==> config.mk <==
export PLATFORM = sky130hd
export DESIGN_NAME = cpc_ram_bank_ctrl_flat
export DESIGN_NICKNAME = d
export VERILOG_FILES = /design/src/rtl/cpc_bus_pkg.sv /design/src/rtl/cpc_ram_bank_ctrl_if.sv /design/src/rtl/cpc_page_map.sv /design/src/rtl/cpc_ram_bank_ctrl.sv /design/src/flat_wrapper.sv
export SDC_FILE = /design/constraint.sdc
export NUM_CORES = 1
export LEC_CHECK = 0
export ABC_AREA = 0
export CAP_MARGIN = 30
export CORE_MARGIN = 2
export CORE_UTILIZATION = 37
export DETAILED_ROUTE_END_ITERATION = 12
export PLACE_DENSITY_LB_ADDON = 0.3
export SYNTH_ARGS = -nofsm -noshare
export SYNTH_HDL_FRONTEND = slang
export SYNTH_HIERARCHICAL = 1
export SYNTH_SLANG_ARGS = --single-unit
==> constraint.sdc <==
create_clock -name CLK -period 1.9 [get_ports CLK]
set_clock_uncertainty 0.15 [all_clocks]
set_input_delay 0.285 -clock CLK [delete_from_list [all_inputs] [get_ports CLK]]
set_output_delay 0.285 -clock CLK [all_outputs]
set_load 0.05 [all_outputs]
==> src/rtl/cpc_bus_pkg.sv <==
// Shared types and constants for the CPC expansion-RAM bank controller.
// Holds the FSM state enums, the RAM-config port tag and the page map.
package cpc_bus_pkg;

  typedef enum logic {P_IDLE, P_HOLD}   port_state_t;
  typedef enum logic {M_IDLE, M_ACTIVE} mem_state_t;

  // Physical 16K page: 0-3 internal, 4-7 expansion (bit 2 is the expansion flag).
  typedef logic [2:0] page_t;

  localparam logic [1:0] RAMCFG_TAG = 2'b11;

  // Indexed [cfg][slot], where slot = A[15:14].
  localparam page_t PAGE_MAP [8][4] = '{
    '{3'd0, 3'd1, 3'd2, 3'd3},
    '{3'd0, 3'd1, 3'd2, 3'd7},
    '{3'd4, 3'd5, 3'd6, 3'd7},
    '{3'd0, 3'd3, 3'd2, 3'd7},
    '{3'd0, 3'd4, 3'd2, 3'd3},
    '{3'd0, 3'd5, 3'd2, 3'd3},
    '{3'd0, 3'd6, 3'd2, 3'd3},
    '{3'd0, 3'd7, 3'd2, 3'd3}
  };

endpackage

==> src/rtl/cpc_ram_bank_ctrl_if.sv <==
// Z80 side of the 50-way expansion bus plus the expansion SRAM control lines.
// master = backplane/CPU side, slave = this card.
interface cpc_ram_bank_ctrl_if #(parameter int NBANK_BITS = 3);
  logic [15:0]           A;
  logic [7:0]            D;
  logic                  MREQ_B;
  logic                  IOREQ_B;
  logic                  RD_B;
  logic                  WR_B;
  logic                  RFSH_B;
  logic                  RAMDIS;
  logic [NBANK_BITS+1:0] EXP_A;
  logic                  EXP_CE_B;
  logic                  EXP_OE_B;
  logic                  EXP_WE_B;

  modport master (
    output A, D, MREQ_B, IOREQ_B, RD_B, WR_B, RFSH_B,
    input  RAMDIS, EXP_A, EXP_CE_B, EXP_OE_B, EXP_WE_B
  );

  modport slave (
    input  A, D, MREQ_B, IOREQ_B, RD_B, WR_B, RFSH_B,
    output RAMDIS, EXP_A, EXP_CE_B, EXP_OE_B, EXP_WE_B
  );
endinterface

==> src/rtl/cpc_page_map.sv <==
// Combinational (cfg, slot) -> physical page lookup, split into the
// expansion flag and the low two page bits.
module cpc_page_map
  import cpc_bus_pkg::*;
(
  input  logic [2:0] cfg,
  input  logic [1:0] slot,
  output logic       exp,
  output logic [1:0] page
);

  page_t phys;

  assign phys = PAGE_MAP[cfg][slot];
  assign exp  = phys[2];
  assign page = phys[1:0];

endmodule

==> src/rtl/cpc_ram_bank_ctrl.sv <==
// Card-side responder: snoops Gate Array RAM-config writes and, per memory
// cycle, disables internal RAM and drives the expansion SRAM when mapped.
module cpc_ram_bank_ctrl
  import cpc_bus_pkg::*;
#(
  parameter int NBANK_BITS = 3,
  parameter bit CHECK_A14  = 1'b1
) (
  input  logic                CLK,
  input  logic                RESET_B,
  cpc_ram_bank_ctrl_if.slave  bus
);

  // Only the slot bits of A ever feed a decision, so only those are sampled.
  logic [1:0] a_s;
  logic [7:0] d_s;
  logic       mreq_s, ioreq_s, rd_s, wr_s, rfsh_s;

  always_ff @(posedge CLK or negedge RESET_B) begin
    if (!RESET_B) begin
      a_s     <= '0;
      d_s     <= '0;
      mreq_s  <= 1'b1;
      ioreq_s <= 1'b1;
      rd_s    <= 1'b1;
      wr_s    <= 1'b1;
      rfsh_s  <= 1'b1;
    end else begin
      a_s     <= bus.A[15:14];
      d_s     <= bus.D;
      mreq_s  <= bus.MREQ_B;
      ioreq_s <= bus.IOREQ_B;
      rd_s    <= bus.RD_B;
      wr_s    <= bus.WR_B;
      rfsh_s  <= bus.RFSH_B;
    end
  end

  logic a14_ok, port_hit, mem_start;

  assign a14_ok    = CHECK_A14 ? a_s[0] : 1'b1;
  assign port_hit  = !ioreq_s && !wr_s && !a_s[1] && a14_ok && (d_s[7:6] == RAMCFG_TAG);
  assign mem_start = !mreq_s && rfsh_s && (!rd_s || !wr_s);

  port_state_t           port_state;
  logic [2:0]            cfg_reg;
  logic [NBANK_BITS-1:0] bank_reg;

  // P_HOLD blocks re-latching until the I/O write ends, so wait states
  // stretch the cycle without producing extra latches.
  always_ff @(posedge CLK or negedge RESET_B) begin
    if (!RESET_B) begin
      port_state <= P_IDLE;
      cfg_reg    <= '0;
      bank_reg   <= '0;
    end else begin
      case (port_state)
        P_IDLE: begin
          if (port_hit) begin
            port_state <= P_HOLD;
            cfg_reg    <= d_s[2:0];
            bank_reg   <= d_s[NBANK_BITS+2:3];
          end
        end
        P_HOLD: begin
          if (ioreq_s || wr_s) port_state <= P_IDLE;
        end
        default: port_state <= P_IDLE;
      endcase
    end
  end

  logic       map_exp;
  logic [1:0] map_page;

  cpc_page_map u_page_map (
    .cfg  (cfg_reg),
    .slot (a_s),
    .exp  (map_exp),
    .page (map_page)
  );

  mem_state_t            mem_state;
  logic                  act_exp_reg;
  logic                  ramdis_reg, ce_b_reg, oe_b_reg, we_b_reg;
  logic [NBANK_BITS+1:0] exp_a_reg;

  // The page is frozen on entry; cfg/bank reads here see the pre-latch
  // values if a port latch lands on the same edge.
  always_ff @(posedge CLK or negedge RESET_B) begin
    if (!RESET_B) begin
      mem_state   <= M_IDLE;
      act_exp_reg <= 1'b0;
      ramdis_reg  <= 1'b0;
      ce_b_reg    <= 1'b1;
      oe_b_reg    <= 1'b1;
      we_b_reg    <= 1'b1;
      exp_a_reg   <= '0;
    end else begin
      case (mem_state)
        M_IDLE: begin
          if (mem_start) begin
            mem_state   <= M_ACTIVE;
            act_exp_reg <= map_exp;
            if (map_exp) begin
              ramdis_reg <= 1'b1;
              ce_b_reg   <= 1'b0;
              oe_b_reg   <= rd_s;
              we_b_reg   <= wr_s;
              exp_a_reg  <= {bank_reg, map_page};
            end
          end
        end
        M_ACTIVE: begin
          if (mreq_s) begin
            mem_state   <= M_IDLE;
            act_exp_reg <= 1'b0;
            ramdis_reg  <= 1'b0;
            ce_b_reg    <= 1'b1;
            oe_b_reg    <= 1'b1;
            we_b_reg    <= 1'b1;
          end else if (act_exp_reg) begin
            we_b_reg <= wr_s;
          end
        end
        default: mem_state <= M_IDLE;
      endcase
    end
  end

  assign bus.RAMDIS   = ramdis_reg;
  assign bus.EXP_CE_B = ce_b_reg;
  assign bus.EXP_OE_B = oe_b_reg;
  assign bus.EXP_WE_B = we_b_reg;
  assign bus.EXP_A    = exp_a_reg;

endmodule
==> src/flat_wrapper.sv <==
// flat-port wrapper written by rule: the top's interface ports become plain ports
module cpc_ram_bank_ctrl_flat import cpc_bus_pkg::*;
#(
  parameter int NBANK_BITS = 3,
  parameter bit CHECK_A14  = 1'b1
)
  (CLK, RESET_B, bus_A, bus_D, bus_MREQ_B, bus_IOREQ_B, bus_RD_B, bus_WR_B, bus_RFSH_B, bus_RAMDIS, bus_EXP_A, bus_EXP_CE_B, bus_EXP_OE_B, bus_EXP_WE_B);
  cpc_ram_bank_ctrl_if #(.NBANK_BITS(NBANK_BITS)) bus_i ();
  input  logic CLK;
  input  logic RESET_B;
  input wire logic [$bits(bus_i.A)-1:0] bus_A;
  input wire logic [$bits(bus_i.D)-1:0] bus_D;
  input wire logic [$bits(bus_i.MREQ_B)-1:0] bus_MREQ_B;
  input wire logic [$bits(bus_i.IOREQ_B)-1:0] bus_IOREQ_B;
  input wire logic [$bits(bus_i.RD_B)-1:0] bus_RD_B;
  input wire logic [$bits(bus_i.WR_B)-1:0] bus_WR_B;
  input wire logic [$bits(bus_i.RFSH_B)-1:0] bus_RFSH_B;
  output wire logic [$bits(bus_i.RAMDIS)-1:0] bus_RAMDIS;
  output wire logic [$bits(bus_i.EXP_A)-1:0] bus_EXP_A;
  output wire logic [$bits(bus_i.EXP_CE_B)-1:0] bus_EXP_CE_B;
  output wire logic [$bits(bus_i.EXP_OE_B)-1:0] bus_EXP_OE_B;
  output wire logic [$bits(bus_i.EXP_WE_B)-1:0] bus_EXP_WE_B;
  assign bus_i.A = bus_A;
  assign bus_i.D = bus_D;
  assign bus_i.MREQ_B = bus_MREQ_B;
  assign bus_i.IOREQ_B = bus_IOREQ_B;
  assign bus_i.RD_B = bus_RD_B;
  assign bus_i.WR_B = bus_WR_B;
  assign bus_i.RFSH_B = bus_RFSH_B;
  assign bus_RAMDIS = bus_i.RAMDIS;
  assign bus_EXP_A = bus_i.EXP_A;
  assign bus_EXP_CE_B = bus_i.EXP_CE_B;
  assign bus_EXP_OE_B = bus_i.EXP_OE_B;
  assign bus_EXP_WE_B = bus_i.EXP_WE_B;
  cpc_ram_bank_ctrl #(.NBANK_BITS(NBANK_BITS), .CHECK_A14(CHECK_A14)) u_core (.CLK(CLK), .RESET_B(RESET_B), .bus(bus_i));
endmodule
Word level (Yosys, flattened, before mapping). Memories as Yosys holds them, arrays and structs flattened. Cells that the tools add are included.

Bitwise operators: 4. Equality and inequality tests: 5. Reduce and logical (&&, ||, !) cells: 18. Order comparisons: 2. Mux-type cells: 29.

Operators by type and width (count): $mux W12 (2); $mux W1 (17); $pmux W1 S2 (7); $reduce_and A3 Y1 (3); $bmux W3 S2 (1); $logic_and A1 B1 Y1 (6); $mux W3 (2); $logic_not A1 Y1 (5); $ge A4 B4 Y1 const B (1); $ne A2 B1 Y1 const B (2); $not A3 Y4 (1); $reduce_and A2 Y1 (2); $ge A3 B3 Y1 const B (1); $ne A3 B2 Y1 const B (1); $not A2 Y3 (1); $eq A2 B2 Y1 const B (1); $logic_or A1 B1 Y1 (2); $ne A2 B2 Y1 const B (1); $not A1 Y1 (2).

ROM bits: 96. Output and inout bits: 9. Register bits after elaboration: 33. Input bits: 31. Word-level logic and storage cells: 76. Memories: 1.

Memories: (name not given) (depth 8, width 12, read ports 1, clocked after memory_dff 0, wr ports 0, line cpc_page_map.sv:14) `assign phys = PAGE_MAP[cfg][slot];`.

Logic depth before layout (Yosys ltp). Gate-level depths: netlist of the first run.

Word-level depth: 10. Gate-level depth with buffers: 5. Depth with buffers taken out: 5.

Hierarchy. The synthesis of the first run kept the hierarchy.

By module, submodules not included: cpc_ram_bank_ctrl (sequential area each 835.8 um2, instances 1, cells each 74, area an instance 1136.1 um2); cpc_page_map (sequential area each 0.0 um2, instances 1, cells each 8, area an instance 53.8 um2).

Least setup slack after synthesis of the first run. No wires, ideal clock.

Path type: register to register. Start: register u_core.cfg_reg[2]. End: register u_core.exp_a_reg[0] (netlist: u_core/bus.EXP_A[0]). Arrival time: 1.304 ns. Slack: 0.321 ns. Setup time: 0.125 ns. Data required time: 1.625 ns. Clock period less this slack: 1.579 ns. Buffers on the path: 0. Cell stages (with the launch flop): 4. Cells stage by stage: dfrtp_1 o311ai_1 nand3_2 mux2_2.

Word-level cells in the longest chain between the ends: 8.

RTL lines: start: declaration (line cpc_ram_bank_ctrl.sv:46) `logic [2:0] cfg_reg;`; start signal: assignment (line cpc_ram_bank_ctrl.sv:61) `cfg_reg <= d_s[2:0];`; $not A3 Y4 (implied by the code) (line cpc_page_map.sv:14); $mem_v2 Z8 W12; $mux W12 (implied by the code) (2 in series) (line cpc_page_map.sv:14); $bmux W3 S2 (line cpc_page_map.sv:14); $mux W3 (implied by the code) (2 in series) (line cpc_page_map.sv:14); via u_core.map_exp (line cpc_ram_bank_ctrl.sv:73) `logic map_exp;`; $reduce_and A3 Y1 (no line); end signal: assignment (line cpc_ram_bank_ctrl.sv:110) `exp_a_reg <= {bank_reg, map_page};`; end: declaration (line cpc_ram_bank_ctrl.sv:86) `logic [NBANK_BITS+1:0] exp_a_reg;`.

The timed path passes the listed nets, and every way through them passes these cells. The select of a mux whose other input is x is not followed. A chain may end at the register's enable or synchronous reset.

Worst setup path in the final report of the first run.
Start: register u_core.cfg_reg[2]. End: register u_core.exp_a_reg[3] (netlist: u_core/bus.EXP_A[3]).

Same word-level chain as after synthesis.

==> results of run 1 <==
==> worst reg2reg max path: cells and delay by family, from the launching register on <==
kind | cells | cell delay (ns)
AO/OA/AOI/OAI | 1 | 0.40
buffers and inverters | 1 | 0.19
flip-flops | 1 | 0.44
multiplexers | 1 | 0.27
AND/OR/NAND/NOR | 1 | 0.12
==> placed cells by master, fill, tap and decap left out, drive strengths merged, types with 2 or more instances in the layout <==
master,count
mux2,11
buf,12
nor2,6
dfrtp,25
clkdlybuf4s50,16
inv,3
o21ai,2
nand2b,2
clkbuf,6
a21boi,2
dfstp,8
nand2,8
==> path summary, 6_finish.rpt <==
check,start,end,cells past startpoint
worst min register to register,u_core/d_s[0],u_core/cfg_reg[0],1
worst max register to register,u_core/cfg_reg[2],u_core/bus.EXP_A[3],4
max in group asynchronous,RESET_B,u_core/rd_s,2
min in group CLK,bus_IOREQ_B,u_core/ioreq_s,1
worst max-delay path,u_core/cfg_reg[2],u_core/bus.EXP_A[3],4
worst min-delay path,RESET_B,u_core/bus.EXP_A[4],2
==> routing by layer <==
metal	share of wire (%)	vias to the layer above	track usage, %	routed length [um]
met5	0	-	0	0
met1	43	357	15.35	810
li1	-	348	-	-
met2	48	24	20.12	900
met3	7.2	6	5.757	134
met4	1.5	0	5.590	29
==> report_power, final <==
group	total [W]	internal, W	switching (W)
Clock	0.000497	0.000276	0.000221
Sequential	0.000885	0.000817	0.0000675
Combinational	0.000466	0.000181	0.000286
Total	0.00185	0.00127	0.000574
==> final cells by class <==
cell class,count,area [sq um]
inverters,3,11.26
clock inverters,2,35.03
repair buffers,28,250.2
fillers,279,1491
multi-input cells,44,332.8
clock buffers,6,41.29
flip-flops and latches,33,835.8
well taps,44,55.05
==> stage by stage <==
stage	worst slack (ns)	power [W]
4_1_cts	0.2100	0.001874
3_3_place_gp	0.2456	0.001361
3_5_place_dp	0.2312	0.001372
2_1_floorplan	0.3213	0.001199
6_report	0.2235	0.001848
5_1_grt	0.1393	0.001948
==> cell families after synthesis <==
logic type / Yosys count
DFF: 33
AOI/OAI and AO/OA: 10
buffers and inverters: 5
muxes: 12
and+or+nand+nor: 22
==> results.md, run 1 <==
* Placed cells at 152
* DRT Pass-1 Iters at 4
* Final Cycle Share at 88.24%
* CP Capture Type: flop
* Hold Worst Slack at 0.1902 ns
* Pwr Density at 1184 nW/um^2
* Fin area at 1562 sq um
* Post-synth cell types at 24
* Top_reg_cell synth: dfrtp_1
* GRT overflow at 0
* Cell Area, Placed at 1485 sq um
* GPL Wtd Cong at 0.7695
* CTS max path bufs at 2
* Largest register FFs at 8
* Row cnt at 20
* Status: completed
* Final Hold Violating Endpoints at 0
* Routed Antenna Nets at 0
* DR vias/cell at 4.594
* Die H at 60.71 um
* Tmin final at 1.676 ns
* Top cell type's share of synthesized area at 52.58%
* Vias after detailed routing at 735
* All-Layer GR Usage at 12.84%
* # DRC at 0
* Core area at 3053 sq um
* VDD IR-drop max at 0.0005554 V
* Worst-margin pin slew at 0.3990 ns
* Crit path max-delay family: flip-flops
* Post-synth EDFFs at 0
* R2r setup slk at 0.22 ns
* Syn avg cell area at 14.51 sq um
* Post-route insts no fill at 160
* Slowest cell on crit path: dfrtp_1
* Max H-tree Level at 2
* Initial drt markers at 25
* Mapped Area at 1190 sq um
* Antenna cell count at 0
* Setup bufs post-CTS at 0
* Vias in the first global route at 793
* Register area share after synthesis at 70.24%
* DR WL/cell at 11.71 um
* Area grow syn2layout at 31.23%
* Asr flop ratio synth at 100.0%
* WL final at 1874 um
* CTS tree: yes
* Max FO, Critical Path at 7
* Port bufs at 25
* Synth area leader: dfrtp_1
* Die Wd at 60.71 um
* Worst hold path type: in -> async
* Cells after Synth at 82
* Maximum clock frequency at 0.5965 GHz
* Synth warnings at 6
* MaxCap Viol Count at 0
* Crit path cell chain: o311ai_1, nand3_2, buf_4, mux2_2
* Unrepaired setup endpoints after global routing: no
* Global-route wire length before repair at 3346 um
* Simple-Gate Fraction of Synth Area at 10.30%
* Die Area at 3686 sq um
* Fin util at 51.15%
* Adder-cell share of the synthesized area at 0%
* Layout cells sized above 1 at 36.21%
* Final HPWL DP at 1341 um
* Final setup viols at 0
* Slew Limit Fails at 0
* Buf/Inv on CP at 1
* Worst Path Arrival at 1.75 ns
* P_leak at 0.7165 nW
* Mux cell area share after synthesis at 11.25%
* Worst-path clk slew at 0.10 ns
* Syn_nets at 113
* # nets final at 146
* Largest net degree at the start of global routing at 34
* Initial core utilization at 38.98%
* Num ports at 40
* CTS root buf: clkbuf_4
* Setup TNS at 0 ns
* Crit Path Category: reg -> reg
* Area contributors post-synth: dfrtp_1 (53%), dfstp_2 (18%), mux2_2 (10%)
* Worst Path Required at 1.97 ns
* Largest family of logic cells by synthesized area: multiplexers
* Worst path max stage delay at 0.44 ns
* Clock latency at the later pin of the worst-skew pair at 0.32 ns
* Post-CTS Resized at 0
* Synth Area in Compound Gates at 6.414%
* Rel. slew slack at 73.40%
* Number of CTS-inserted buffers at 5
* Dominant cell by count in the synthesized netlist: dfrtp_1
* Synth top cells by count: dfrtp_1 (25), mux2_2 (11), dfstp_2 (8), nand2_1 (8), nor2_1 (6)
* Hold buffers post-CTS at 0
* XOR/XNOR Fraction of Synth Area at 0%
* Clock Sink Count at 33
* Top reg by flops: u_core/d_s
* Initial antenna violation count at 0
* Synthesized flop and latch total at 33
* Startpoint Class: flop
No activity file was read; power rests on OpenSTA's default activity.
==> inputs of run 2 (changes only) <==
--- a/config.mk
+++ b/config.mk
@@ -7,10 +7,9 @@
 export LEC_CHECK = 0
 export ABC_AREA = 0
 export CAP_MARGIN = 30
-export CORE_MARGIN = 2
 export CORE_UTILIZATION = 37
 export DETAILED_ROUTE_END_ITERATION = 12
-export PLACE_DENSITY_LB_ADDON = 0.3
+export PLACE_DENSITY = 0.72
 export SYNTH_ARGS = -nofsm -noshare
 export SYNTH_HDL_FRONTEND = slang
 export SYNTH_HIERARCHICAL = 1
==> results.md, run 2 (same netlist as run 1, synthesis figures left out) <==
* Most common cell after layout, fill and taps aside: dfrtp_1
* Hold Worst Slack at 0.2003 ns
* Worst Path Required at 1.96 ns
* Pwr Density at 1211 nW/um^2
* Crit Path Category: reg -> reg
* Slew Limit Fails at 0
* Rel. slew slack at 73.19%
* Startpoint Class: flop
* # DRC at 0
* Routed Antenna Nets at 0
* Port bufs at 25
* Initial core utilization at 38.98%
* Die H at 58.71 um
* Die Area at 3447 sq um
* Vias in the first global route at 733
* GPL Wtd Cong at 0.7452
* Final Hold Violating Endpoints at 0
* Commonest non-fill, non-tap cells in the layout: dfrtp_1 (25), clkdlybuf4s50_1 (16), mux2_2 (11)
* VDD IR-drop max at 0.0005380 V
* Crit path cell chain: o311ai_2, nand3_2, mux2_2
* DRT Pass-1 Iters at 2
* Vias after detailed routing at 719
* # nets final at 144
* Top reg by flops: u_core/d_s
* Reg2Reg Depth at 3
* Post-route insts no fill at 158
* Row cnt at 20
* Clock Sink Count at 33
* DR vias/cell at 4.551
* Largest net degree at the start of global routing at 34
* Setup TNS at 0 ns
* Area grow syn2layout at 31.65%
* Fin util at 51.31%
* Max FO, Critical Path at 10
* Core area at 3053 sq um
* All-Layer GR Usage at 12.49%
* Status: completed
* Antenna cell count at 0
* Layout cells sized above 1 at 36.84%
* GRT overflow at 0
* CTS max path bufs at 2
* Initial antenna violation count at 0
* Clock latency at the later pin of the worst-skew pair at 0.32 ns
* CTS root buf: clkbuf_4
* Final HPWL DP at 1226 um
* Global-route wire length before repair at 3049 um
* Worst-margin pin slew at 0.4022 ns
* Tmin final at 1.675 ns
* Worst path max stage delay at 0.44 ns
* WL final at 1778 um
* Worst hold path type: in -> async
* Worst-path clk slew at 0.10 ns
* DR WL/cell at 11.25 um
* Crit. path cell count at 3
* Unrepaired setup endpoints after global routing: no
* Hold buffers post-CTS at 0
* MaxCap Viol Count at 0
* Crit path max-delay family: flip-flops
* Max H-tree Level at 2
* Buf/Inv on CP at 0
* Die Wd at 58.71 um
* Initial drt markers at 16
* Maximum clock frequency at 0.5972 GHz
* Largest register FFs at 8
* CTS tree: yes
* Final Cycle Share at 88.13%
* P_leak at 0.7124 nW
* Num ports at 40
* CP Capture Type: flop
* Slowest cell on crit path: dfrtp_1
* Worst Path Arrival at 1.74 ns
* Final setup viols at 0
* Placed cells at 150
* Number of CTS-inserted buffers at 5
-- run 2: cell types whose count changed in the layout (fill, tap and decap cells not counted), sizes merged --
| cell | previous run | this run |
|---|---|---|
| buf | 12 | 10 |
| clkinv | 1 | 0 |
| clkinvlp | 0 | 1 |
-- run 2: worst paths after layout --
check / from / end / slack [ns]
max: u_core/cfg_reg[2] / u_core/bus.EXP_A[2] / 0.23
min: RESET_B / u_core/bus.EXP_A[4] / 0.20
max reg2reg: u_core/cfg_reg[2] / u_core/bus.EXP_A[2] / 0.23
min reg2reg: u_core/d_s[4] / u_core/bank_reg[1] / 0.34
max in group asynchronous: RESET_B / u_core/wr_s / 1.07
min in group CLK: bus_IOREQ_B / u_core/ioreq_s / 0.21
-- run 2: final cells by class --
| class | count | area, sq um |
|---|---|---|
| fillers | 281 | 1486 |
| flip-flops and latches | 33 | 835.8 |
| multi-input cells | 44 | 340.3 |
| repair buffers | 26 | 235.2 |
| well taps | 44 | 55.05 |
| clock buffers | 6 | 51.30 |
| clock inverters | 2 | 37.54 |
| inverters | 3 | 11.26 |
-- run 2: stage by stage --
step,cell area [sq um],setup WS (ns),total power (W)
after floorplan,1190,0.3213,0.001199
after global placement,1470,0.1478,0.001359
after detailed placement,1470,0.1360,0.001370
after CTS,1559,0.03864,0.001922
after global routing,1567,0.1153,0.001997
final,1567,0.2255,0.001898
-- run 2: metal layers --
layer / vias to the layer above / share of wire, % / global-route usage, %
met4: 0 / 0 / 7.143
met2: 24 / 52 / 21.18
met1: 348 / 41 / 12.99
li1: 347 / - / -
met5: - / 0 / 0
met3: 0 / 7.1 / 5.275
-- run 2: repair_timing --
action | CTS | global route
setup endpoints to repair | 0 | 5
gates resized for setup | 0 | 1
buffers inserted | 0 | 0
-- run 2: report_power, final --
group          switching [W]  internal [W]  leakage (nW)
combinational       0.000288      0.000181         0.272
sequential         0.0000702      0.000817         0.396
clock               0.000229      0.000313        0.0445
==> RTL edit, RTL diff (settings of run 1) <==
`NBANK_BITS` is set to 3 in 3 places; all go to 5.
--- a/src/rtl/cpc_ram_bank_ctrl_if.sv
+++ b/src/rtl/cpc_ram_bank_ctrl_if.sv
@@ -1,6 +1,6 @@
 // Z80 side of the 50-way expansion bus plus the expansion SRAM control lines.
 // master = backplane/CPU side, slave = this card.
-interface cpc_ram_bank_ctrl_if #(parameter int NBANK_BITS = 3);
+interface cpc_ram_bank_ctrl_if #(parameter int NBANK_BITS = 5);
   logic [15:0]           A;
   logic [7:0]            D;
   logic                  MREQ_B;
--- a/src/rtl/cpc_ram_bank_ctrl.sv
+++ b/src/rtl/cpc_ram_bank_ctrl.sv
@@ -3,7 +3,7 @@
 module cpc_ram_bank_ctrl
   import cpc_bus_pkg::*;
 #(
-  parameter int NBANK_BITS = 3,
+  parameter int NBANK_BITS = 5,
   parameter bit CHECK_A14  = 1'b1
 ) (
   input  logic                CLK,
--- a/src/flat_wrapper.sv
+++ b/src/flat_wrapper.sv
@@ -1,7 +1,7 @@
 // flat-port wrapper written by rule: the top's interface ports become plain ports
 module cpc_ram_bank_ctrl_flat import cpc_bus_pkg::*;
 #(
-  parameter int NBANK_BITS = 3,
+  parameter int NBANK_BITS = 5,
   parameter bit CHECK_A14  = 1'b1
 )
   (CLK, RESET_B, bus_A, bus_D, bus_MREQ_B, bus_IOREQ_B, bus_RD_B, bus_WR_B, bus_RFSH_B, bus_RAMDIS, bus_EXP_A, bus_EXP_CE_B, bus_EXP_OE_B, bus_EXP_WE_B);
Interface: changed (resized bus_EXP_A); port bits go from 40 to 42. No check against the original RTL was run, so the function may have changed too.
==> RTL edit against run 1 <==
Global-route usage shrank 1.2 points; first-iteration DRC count shrank 28%; total power grew 9.3%; design area grew 9.5%; wire length grew 8.5%; highest routed layer unchanged; area after synthesis grew 11%; sequential cell count grew 4; largest cell class unchanged; setup slack gained 0.0024 ns.
==> RTL edit: results (changes against run 1) <==
Synth area leaders=dfrtp_1 55%, dfstp_2 16%, mux2_2 11%, nor4b_4 1.8%, nand2_1 1.7% (was dfrtp_1 53%, dfstp_2 18%, mux2_2 10%, nand2_1 2.5%, nor2_1 1.9%); Place WS=0.175 ns (was 0.231 ns); Skew-Pair Late Insertion Delay=between 0.3 and 0.4 ns; total CTS buffers=5 (unchanged); Antenna Nets Post-Route=0 (unchanged); status=completed (unchanged); filler instances=298 (was 279); Largest register FFs=8 (unchanged); complex-gate fraction of the synthesized area=0.0604 (was 0.0641); gr usage total=0.116 (was 0.128); Post-Synth XOR/XNOR Area=0 (unchanged); largest net degree at the start of global routing=38 (was 34); Syn Area/Cell=14.7 µm² (was 14.5 µm²); Crit-path slowest cell=dfstp_2 (was dfrtp_1); n_diodes=0 (unchanged); Peak VDD IR=0.000501 V (was 0.000555 V); fraction of layout cells with a size suffix above 1=0.378 (was 0.362); Clock Tree Root=clkbuf_4 (unchanged); initial antenna violation count=0 (unchanged); async set-reset flop share out of synthesis=1.00 (unchanged); WL/cell=11.8 µm (was 11.7 µm); post-synth net total=121 (was 113); sequential fraction of the synthesis area=0.706 (was 0.702); Crit path arrival time=1.75 ns (about the same); family with the most delay on the worst path=flip-flops (unchanged); placed cell area=1640 µm² (was 1490 µm²); Unique masters post-synth=25 (was 24); top_reg_cell synth=dfrtp_1 (unchanged); Clock Path Buffers=2 (unchanged); Post-Synth Adder-Cell Area=0 (unchanged); clock transition at the registers of the reported paths=around 0.11 ns; first-pass GRT wire length=3.62 mm (was 3.35 mm); static leakage=0.779 nW (was 0.716 nW); via/cell ratio=4.55 (was 4.59); CP max FO=7 (unchanged); Final GP Congestion=0.822 (was 0.770); most instantiated cells after synthesis=29 x dfrtp_1, 13 x mux2_2, 8 x dfstp_2 (was 25 x dfrtp_1, 11 x mux2_2, 8 x dfstp_2, 8 x nand2_1, 6 x nor2_1); Detail Placement HPWL=1.47 mm (was 1.34 mm); WL final=2.03 mm (was 1.87 mm); First-pass DRT Iterations=2 (was 4); Worst-Margin Slew=0.441 ns (was 0.399 ns); Initial DRC Count=18 (was 25); multiplexer share of the synthesized area=0.118 (was 0.113); slowest cell delay on critical path=0.55 ns (was 0.44 ns); H-tree depth=2 (unchanged); vias in the first global route=829 (was 793); Cells after DPL=164 (was 152); Hold Crit Class=in2reg (was in2async); main combinational cell family by area after synthesis=multiplexers (unchanged); YS warnings=6 (unchanged); Port Buf Inserts=27 (was 25)
## RTL edit: cell count changes after synthesis, moves of 2 or more
cell     change
dfrtp_1      +4
nand2_1      -2
mux2_2       +2
nand3_1      +2
or2_2        +2
## RTL edit: power by group
part,internal [mW],leakage (nW),switching [mW],total (mW)
Combinational,0.232,0.310,0.381,0.613
Clock,0.145,0.0245,0.249,0.394
Sequential,0.932,0.445,0.0822,1.01
## RTL edit: per-layer routing
layer / vias to the layer above / wire (µm) / global-route usage
li1: 378 / - / -
met1: 382 / 883 / 0.136
met2: 25 / 987 / 0.181
met3: 2 / 148 / 0.0616
met4: 0 / 14 / 0.0435
met5: - / 0 / 0
## RTL edit: final timing paths
path / start / end / slack (ns) / cells past startpoint
max reg2reg: u_core/rfsh_s / u_core/bus.EXP_A[2] / 0.23 / 4
min in group asynchronous: RESET_B / u_core/bus.RAMDIS / 0.35 / 3
max in group asynchronous: RESET_B / u_core/bus.EXP_OE_B / 0.90 / 3
min reg2reg: u_core/rd_s / u_core/bus.EXP_OE_B / 0.32 / 2
max: u_core/rfsh_s / u_core/bus.EXP_A[2] / 0.23 / 4
min: bus_MREQ_B / u_core/mreq_s / 0.20 / 1
## RTL edit: cell type report
| type | count | area (µm²) | share of cell area |
|---|---|---|---|
| well taps | 46 | 57.6 | 0.0337 |
| clock buffers | 6 | 41.3 | 0.0242 |
| repair buffers | 32 | 278 | 0.163 |
| inverters | 3 | 11.3 | 0.00659 |
| flip-flops and latches | 37 | 936 | 0.548 |
| multi-input cells | 47 | 370 | 0.217 |
| clock inverters | 2 | 15.0 | 0.00878 |
## RTL edit: repair_timing
item | CTS | global route
hold buffers | 1 | 0
endpoints found under the setup margin | 0 | 5
setup buffers | 0 | 0
endpoints found under the hold margin | 29 | 0
resized for setup | 0 | 1
